**src/rtl/ranging_scheduler.sv**
```systemverilog
// ranging_scheduler: periodic ultrasonic range sequencer.
// Fires a start pulse once per period, waits for the sensor result or a
// timeout, median-filters the last three valid distances and pushes the
// result to the display driver over req/ack. A write happens only when
// the filtered value or the error flag changes.
module ranging_scheduler #(
  parameter int PERIOD_CYC  = 3000000,
  parameter int TIMEOUT_CYC = 2000000,
  parameter int DIST_W      = 12,
  parameter int MAX_DIST    = 400,
  parameter int ERR_LIMIT   = 3
) (
  input  logic              clk,
  input  logic              rst,
  input  logic              enable,
  output logic              meas_start,
  input  logic              meas_done,
  input  logic [DIST_W-1:0] meas_dist,
  output logic              disp_req,
  input  logic              disp_ack,
  output logic [DIST_W-1:0] disp_dist,
  output logic              disp_err,
  output logic              overrun
);

  localparam int PER_W = $clog2(PERIOD_CYC + 1);
  localparam int TO_W  = $clog2(TIMEOUT_CYC + 1);
  localparam int ERR_W = $clog2(ERR_LIMIT + 1);

  typedef enum logic [2:0] {IDLE, TRIG, WAIT, EVAL, SEND} state_t;

  state_t            state;
  logic [PER_W-1:0]  per_cnt;
  logic              tick;
  logic [TO_W-1:0]   to_cnt;

  // Latched outcome of the WAIT phase, consumed in EVAL.
  logic              sample_ok;
  logic [DIST_W-1:0] sample;

  // Three-entry history, s0 is the newest sample.
  logic [DIST_W-1:0] s0, s1, s2;
  logic [1:0]        cnt;
  logic [ERR_W-1:0]  err_cnt;

  // Last values acknowledged by the display driver.
  logic [DIST_W-1:0] last_dist;
  logic              last_err;

  // Next-state values computed for EVAL.
  logic [DIST_W-1:0] s0_n, s1_n, s2_n;
  logic [1:0]        cnt_n;
  logic [ERR_W-1:0]  err_n;
  logic [DIST_W-1:0] lo, hi, mid, med;
  logic [DIST_W-1:0] new_dist;
  logic              new_err;
  logic              changed;

  assign tick = enable && (per_cnt == PER_W'(PERIOD_CYC - 1));

  // Period counter: free-runs while enabled, wraps on tick, clears when disabled.
  always_ff @(posedge clk or negedge rst) begin
    // NOTE: sequential state always uses non-blocking (<=) so every register
    // samples the pre-edge values of its inputs regardless of block ordering.
    if (!rst) begin
      per_cnt <= '0;
    end else if (!enable || tick) begin
      per_cnt <= '0;
    end else begin
      per_cnt <= per_cnt + PER_W'(1);
    end
  end

  // EVAL datapath: buffer/error update, median and change detection.
  always_comb begin
    // NOTE: every signal gets a default before any branch; a path that leaves
    // one unassigned would infer a latch.
    s0_n  = s0;
    s1_n  = s1;
    s2_n  = s2;
    cnt_n = cnt;
    err_n = err_cnt;
    if (sample_ok) begin
      s0_n  = sample;
      s1_n  = s0;
      s2_n  = s1;
      err_n = '0;
      if (cnt != 2'd3) cnt_n = cnt + 2'd1;
    end else if (err_cnt != ERR_W'(ERR_LIMIT)) begin
      err_n = err_cnt + ERR_W'(1);
    end

    // median(a,b,c) = max(min(a,b), min(max(a,b),c)), unsigned compares only
    lo  = (s0_n < s1_n) ? s0_n : s1_n;
    hi  = (s0_n < s1_n) ? s1_n : s0_n;
    mid = (hi < s2_n) ? hi : s2_n;
    med = (lo > mid) ? lo : mid;

    case (cnt_n)
      2'd3:    new_dist = med;
      2'd0:    new_dist = '0;
      default: new_dist = s0_n;
    endcase

    new_err = (err_n == ERR_W'(ERR_LIMIT));
    changed = (new_dist != last_dist) || (new_err != last_err);
  end

  // Measurement sequencer with registered outputs.
  always_ff @(posedge clk or negedge rst) begin
    if (!rst) begin
      state      <= IDLE;
      meas_start <= 1'b0;
      to_cnt     <= '0;
      sample_ok  <= 1'b0;
      sample     <= '0;
      s0         <= '0;
      s1         <= '0;
      s2         <= '0;
      cnt        <= '0;
      err_cnt    <= '0;
      last_dist  <= '0;
      last_err   <= 1'b0;
      disp_req   <= 1'b0;
      disp_dist  <= '0;
      disp_err   <= 1'b0;
      overrun    <= 1'b0;
    end else begin
      // A tick outside IDLE means the previous sequence ran over its period.
      if (tick && state != IDLE) overrun <= 1'b1;

      case (state)
        IDLE: begin
          if (tick) begin
            state      <= TRIG;
            meas_start <= 1'b1;
          end
        end

        TRIG: begin
          meas_start <= 1'b0;
          to_cnt     <= '0;
          state      <= WAIT;
        end

        WAIT: begin
          // meas_done is checked first so it wins over a same-cycle timeout.
          if (meas_done) begin
            sample_ok <= (meas_dist <= DIST_W'(MAX_DIST));
            sample    <= meas_dist;
            state     <= EVAL;
          end else if (to_cnt == TO_W'(TIMEOUT_CYC - 1)) begin
            sample_ok <= 1'b0;
            state     <= EVAL;
          end else begin
            to_cnt <= to_cnt + TO_W'(1);
          end
        end

        EVAL: begin
          s0      <= s0_n;
          s1      <= s1_n;
          s2      <= s2_n;
          cnt     <= cnt_n;
          err_cnt <= err_n;
          if (changed) begin
            disp_dist <= new_dist;
            disp_err  <= new_err;
            disp_req  <= 1'b1;
            state     <= SEND;
          end else begin
            state <= IDLE;
          end
        end

        SEND: begin
          // Hold data until acknowledged; no ack timeout.
          if (disp_ack) begin
            disp_req  <= 1'b0;
            last_dist <= disp_dist;
            last_err  <= disp_err;
            state     <= IDLE;
          end
        end

        default: state <= IDLE;
      endcase
    end
  end

endmodule

```
**config.mk**
```make
export PLATFORM = sky130hd
export DESIGN_NAME = ranging_scheduler
export DESIGN_NICKNAME = d
export VERILOG_FILES = /design/src/rtl/ranging_scheduler.sv
export SDC_FILE = /design/constraint.sdc
export NUM_CORES = 1
export LEC_CHECK = 0
export ABC_AREA = 1
export BUFFER_PORTS_ARGS = -buffer_cell sky130_fd_sc_hd__buf_2
export CORE_ASPECT_RATIO = 0.7
export CORE_MARGIN = 4
export CORE_UTILIZATION = 50
export DETAILED_ROUTE_END_ITERATION = 7
export GPL_TIMING_DRIVEN = 0
export PLACE_DENSITY = 0.78
export SLEW_MARGIN = 10
export SYNTH_ARGS = -nofsm -noshare
export SYNTH_HDL_FRONTEND = slang
export SYNTH_SLANG_ARGS = --single-unit
```
**constraint.sdc**
```tcl
create_clock -name clk -period 12.4 [get_ports clk]
set_input_delay 1.86 -clock clk [delete_from_list [all_inputs] [get_ports clk]]
set_output_delay 1.86 -clock clk [all_outputs]
set_load 0.05 [all_outputs]
```
==> results of run 1 <==
routing by layer:
metal	share of wire (%)	wire length, um	vias to the layer above	global-route usage, %
met5	0	0	-	0
met4	1.1	226	0	5.14
met3	9.3	1940	25	5.75
met2	42	8770	269	35.6
met1	48	9900	3475	38.0
li1	-	-	3568	-
worst max path at each step:
stage	cells after the start	slack [ns]	startpoint	end
final	44	4.43	sample_ok	disp_dist[6]
after global routing	44	3.66	sample_ok	disp_dist[8]
after CTS	43	4.68	sample_ok	state[2]
after detailed placement	43	4.74	sample_ok	disp_dist[8]
after global placement	43	4.77	sample_ok	disp_dist[8]
after floorplan	44	6.40	sample_ok	disp_dist[10]
metrics by stage:
stage | area [um^2] | power [mW] | cells | hold slack (ns) | setup WS (ns)
after floorplan | 7720 | 0.535 | 1072 | 0.423 | 6.40
after detailed placement | 8160 | 0.581 | 1300 | 0.443 | 4.74
after global placement | 8130 | 0.578 | 1299 | 0.446 | 4.77
after CTS | 8720 | 1.06 | 1332 | 0.455 | 4.68
after global routing | 8720 | 1.10 | 1332 | 0.493 | 3.66
final | 8720 | 1.06 | 1332 | 0.464 | 4.43
Yosys cell counts, drive strengths merged:
cell type  instances
o31ai              1
a32o               1
inv              148
or2               19
o22ai              3
o21ai            141
a31oi              4
xnor2              1
dfrtp            128
clkbuf            28
nor4               6
xor2               4
nand3b             3
o21bai             1
a221oi             1
clkinv             1
a21oi             46
nand2            301
nor3              24
nand3             65
o41ai              1
and2              10
nor3b              4
nand4             10
a211oi             4
o221a              1
ha                37
o21a               3
nor2              65
buf               11
area by class of cell:
cell class	count	area, um^2
well taps	195	244
inverters	149	562
multi-input cells	756	3780
repair buffers	33	194
clock inverters	14	133
fillers	1400	6180
clock buffers	18	429
plain buffers	39	181
flip-flops and latches	128	3200
logic make-up after synthesis:
logic type	after synthesis
adders and majority gates	37
xor gates and xnor gates	5
and+or+nand+nor	507
buffers and inverters	188
AOI/OAI and AO/OA	207
DFF	128
power by group:
part / switching [mW] / total [mW] / internal, mW
clock network: 0.199 / 0.477 / 0.278
logic: 0.103 / 0.153 / 0.0505
registers: 0.00236 / 0.425 / 0.422
flip-flops by register name, indices dropped and copies added (netlist names), 2 cells and up:
| signal | cells |
|---|---|
| state | 3 |
| s2 | 12 |
| sample | 12 |
| s1 | 12 |
| cnt | 2 |
| disp_dist | 12 |
| to_cnt | 21 |
| s0 | 12 |
| last_dist | 12 |
| per_cnt | 22 |
| err_cnt | 2 |
worst reg2reg max path, delay by kind of cell (launching register included):
family	cells	cell delay, ns
buffers and inverters	12	2.38
and+or+nand+nor	22	2.72
DFF	1	0.33
adders and majority gates	3	0.92
AOI/OAI and AO/OA	7	1.53
==> reports/metrics.yaml, run 1 <==
critPathTopFamily: "simple AND/OR/NAND/NOR gates"
postCtsSetupRepairBufs: 0
critPathSlowestCell: "clkbuf_1"
fin_crit_sh_pct: 64.3
ir_drop_uv: 74.3
r2r_end: "disp_dist[6]"
cts.sinks: 128
syn_area_per_cell_um2: 7.20
cts_buffers: 17
max_cap_violations: 0
htreeDepth: 4
drive_above_1_share_pct: 9.32
postSynthCellCount: 1072
die_area_um2: 17500
drt_first_pass_iters: 6
setup_viol: 0
grt_pass1_wl_mm: 34.4
worstPathRequired_ns: 12.76
start_kind: "flip-flop"
synth_warnings: 0
r2r_cells: 44
hold_buffers: 0
avgRoutedWirePerCell_um: 15.6
grt_max_degree: 78
p_leak_nw: 4.44
final-max-slew-violation-count: 0
cts.clk_slew.worst_paths_ns: 0.06
synth_adder_area_share_pct: 5.99
cts_resized: 0
p_per_area_nw_per_um2: 121
clkLatencyLatePin_ns: 0.42
grt_overflow: 0
synth_top_family_by_area: "simple AND/OR/NAND/NOR gates"
fin_nets: 1178
io_buffer_count: 32
cp.arrival_ns: 8.33
final_cell_mix: "nand2_1, inv_1, o21ai_0"
worst_pin_slew_ns: 0.693
synth-simple-area-share_pct: 28.3
syn_to_final_growth_pct: 12.9
place_congestion: 0.990
cp-end-kind: "flip-flop"
rsz0062_at_grt: "false"
synth_seq_area_share_pct: 41.5
core_region_area_um2: 14900
cts_root_buffer: "clkbuf_16"
cts_tree: "built"
synthXorXnorAreaFrac_pct: 0.567
fin_tns_setup_ns: 0
fin_skew_ns: 0.00997
outcome: "finished clean"
via_per_inst: 5.51
rows: 37
fin_crit_ns: 7.97
synth_mux_area_share_pct: 0
synth_compound_area_share_pct: 14.1
crit_fanout: 10
antennaDiodeCount: 0
crit_type: "flip-flop to flip-flop"
clk_path_buf_depth: 2
antenna_found_initial: 0
drt-total-wl_mm: 20.8
critPathBufInv: 12
cp_slowest_stage_delay_ns: 0.41
ant_nets: 0
yosysUniqueCellTypes: 37
synthesis.area_um2: 7720
synth_area_leader_cell: "dfrtp_1"
hp-class: "flip-flop to flip-flop"
die_w_um: 157
whs_endpoint: "per_cnt[0]"
timing.fmax_ghz: 0.125
initial_core_util_pct: 51.8
synth_area_leaders: "dfrtp_1, nand2_1, o21ai_0"
netlist.area_leader.share_pct: 41.5
hold_start: "per_cnt[0]"
hold_viol_final: 0
worstReg2RegStart: "sample_ok"
layout_commonest_cell: "nand2_1"
fin_util_pct: 58.5
grt_usage_pct: 24.7
io_pins: 33
num_vias: 7337
cp_common_cell: "nand2_1"
whs_path_depth: 1
slew_headroom_pct: 53.3
grt_pass1_vias: 6848
r2r_slack_ns: 4.43
remaining_drc_errors: 0
synth_nets: 1126
drtIter0Drc: 681
die_h_um: 112
place_hpwl_mm: 15.9
ys_ff_latch: 128
No activity file was read; power rests on OpenSTA's default activity.
==> run 2: changes to the inputs <==
Clock period 12.4 ns to 7.91 ns, I/O delays scaled along.
==> reports/metrics.yaml, run 2 (synthesis gave the netlist of run 1 again) <==
core_region_area_um2: 14900  # unchanged
clk_path_buf_depth: 2  # unchanged
fin_nets: 1181  # +0.25%
hold_start: "to_cnt[2]"
grt_overflow: 0  # unchanged
startpoint: "sample_ok"
hp-class: "flip-flop to flip-flop"
hold_viol_final: 0  # unchanged
place_congestion: 0.990  # unchanged
ant_nets: 0  # unchanged
htreeDepth: 4  # unchanged
crit_fanout: 10  # unchanged
drtIter0Drc: 689  # +1.2%
p_clk_share_pct: 45.0  # -0.2 points
drt-total-wl_mm: 20.9  # +0.34%
stdcell_count: 1335  # +0.23%
dp_cells: 1300  # unchanged
hold_buffers: 0  # unchanged
cts.sinks: 128  # unchanged
cp-end-kind: "flip-flop"
p_per_area_nw_per_um2: 189  # +56%
syn_to_final_growth_pct: 13.6
setup_viol: 0  # unchanged
p_seq_share_pct: 40.1  # about the same
rows: 37  # unchanged
r2r_slack_ns: 0.62  # -3.81 ns
die_area_um2: 17500  # unchanged
p_leak_nw: 4.47  # +0.69%
whs_path_depth: 1  # unchanged
die_w_um: 157  # unchanged
swShare_pct: 28.8  # -0.055 points
combPwrFrac_pct: 14.9  # +0.4 points
drive_above_1_share_pct: 10.3  # +0.94 points
fill_cells: 1391  # -0.64%
intPower_mw: 1.18  # +57%
cp_slowest_stage_delay_ns: 0.35  # -0.06 ns
grt_pass1_wl_mm: 34.4  # unchanged
fin_crit_sh_pct: 92.2  # +28 points
initial_core_util_pct: 51.8  # unchanged
worst_pin_slew_ns: 0.723  # +0.0307 ns
critPathSlowestCell: "ha_1"
p_total_mw: 1.66  # +57%
whs_endpoint: "to_cnt[2]"
worstReg2RegStart: "sample_ok"
cp.arrival_ns: 7.61  # -0.72 ns
drt_first_pass_iters: 6  # unchanged
io_pins: 33  # unchanged
worstPathRequired_ns: 8.23  # -4.53 ns
final-max-slew-violation-count: 0  # unchanged
start_kind: "flip-flop"
num_vias: 7305  # -0.44%
cts_tree: "built"
grt_usage_pct: 24.7  # unchanged
die_h_um: 112  # unchanged
crit_type: "flip-flop to flip-flop"
cp_common_cell: "nand2_1"
io_buffer_count: 32  # unchanged
timing.fmax_ghz: 0.137  # +9.3%
cts_buffers: 17  # unchanged
fin_crit_ns: 7.29  # -0.680 ns
outcome: "finished clean"
fin_skew_ns: 0.0107  # +0.000711 ns
antennaDiodeCount: 0  # unchanged
avgRoutedWirePerCell_um: 15.7  # +0.12%
antenna_found_initial: 0  # unchanged
place_hpwl_mm: 15.9  # unchanged
r2r_end: "disp_dist[6]"
cts_root_buffer: "clkbuf_16"
clkLatencyLatePin_ns: 0.42  # about the same
largest_reg_flops: 22  # unchanged
largest_registers: "per_cnt x22, to_cnt x21"
max_cap_violations: 0  # unchanged
cts.clk_slew.worst_paths_ns: 0.06  # about the same
via_per_inst: 5.47  # -0.66%
layout_commonest_cell: "nand2_1"
whs_ns: 0.457  # -0.00722 ns
final_cell_mix: "nand2_1, inv_1, o21ai_0"
grt_pass1_vias: 6848  # unchanged
grt_max_degree: 78  # unchanged
p_sw_uw: 477  # +57%
remaining_drc_errors: 0  # unchanged
regMostFlops: "per_cnt"
slew_headroom_pct: 51.3  # -2.1 points
r2r_cells: 43  # -2.3%
ir_drop_uv: 117  # +57%
## run 2: cell types whose count changed in the layout (fill, tap and decap cells not counted), moves of 2 or more
cell	delta
buf_4	+3
clkbuf_4	+3
clkbuf_2	+2
clkbuf_1	-4
## run 2: final cells by class
type,instances,area (um^2),share of cell area (%)
Timing Repair Buffer,36,216,2.47
Clock buffer,18,429,4.89
Sequential cell,128,3200,36.5
Multi-Input combinational cell,756,3790,43.2
Buffer,39,194,2.21
Clock inverter,14,133,1.51
Inverter,149,562,6.41
Tap cell,195,244,2.78
## run 2: how the worst max path moves through the flow
| stage | slack, ns | cells after the start | endpoint |
|---|---|---|---|
| after floorplan | 1.91 | 44 | disp_dist[10] |
| after global placement | 0.28 | 43 | disp_dist[8] |
| after detailed placement | 0.25 | 43 | disp_dist[8] |
| after CTS | 0.19 | 43 | state[2] |
| after global routing | -0.03 | 45 | disp_dist[8] |
| final | 0.62 | 43 | disp_dist[6] |
## run 2: power groups by stage
stage          Clock, mW  Combinational [mW]  Sequential, mW
2_1_floorplan          0               0.162           0.676
3_3_place_gp           0               0.228           0.677
3_5_place_dp           0               0.233           0.677
4_1_cts            0.761               0.235           0.665
5_1_grt            0.791               0.275           0.666
6_report           0.747               0.247           0.666
## run 2: critical path, delay by kind of cell (launching register included)
family / cells / cell delay (ns)
buf+inv: 11 / 1.87
flops: 1 / 0.34
compound gates: 8 / 1.58
simple gates: 21 / 2.39
fa+ha+maj: 3 / 0.99
## run 2: through the flow
stage          util, %  worst slack [ns]  setup TNS (ns)  cell area (um^2)
2_1_floorplan        -              1.91               0              7720
6_report          58.8             0.619               0              8770
5_1_grt           58.8           -0.0310         -0.0673              8770
3_5_place_dp      54.7             0.246               0              8160
3_3_place_gp      54.5             0.278               0              8130
4_1_cts           58.5             0.189               0              8720
## run 2: what timing repair did
item	4_1_cts	5_1_grt
resized for setup	0	18
setup buffers	0	3
setup endpoints to repair	0	15
## run 2: layer usage
layer	global-route usage (%)	part of all wire, %
met5	0	0
met2	35.6	42
met3	5.75	10
met1	38.0	47
met4	5.14	1.3
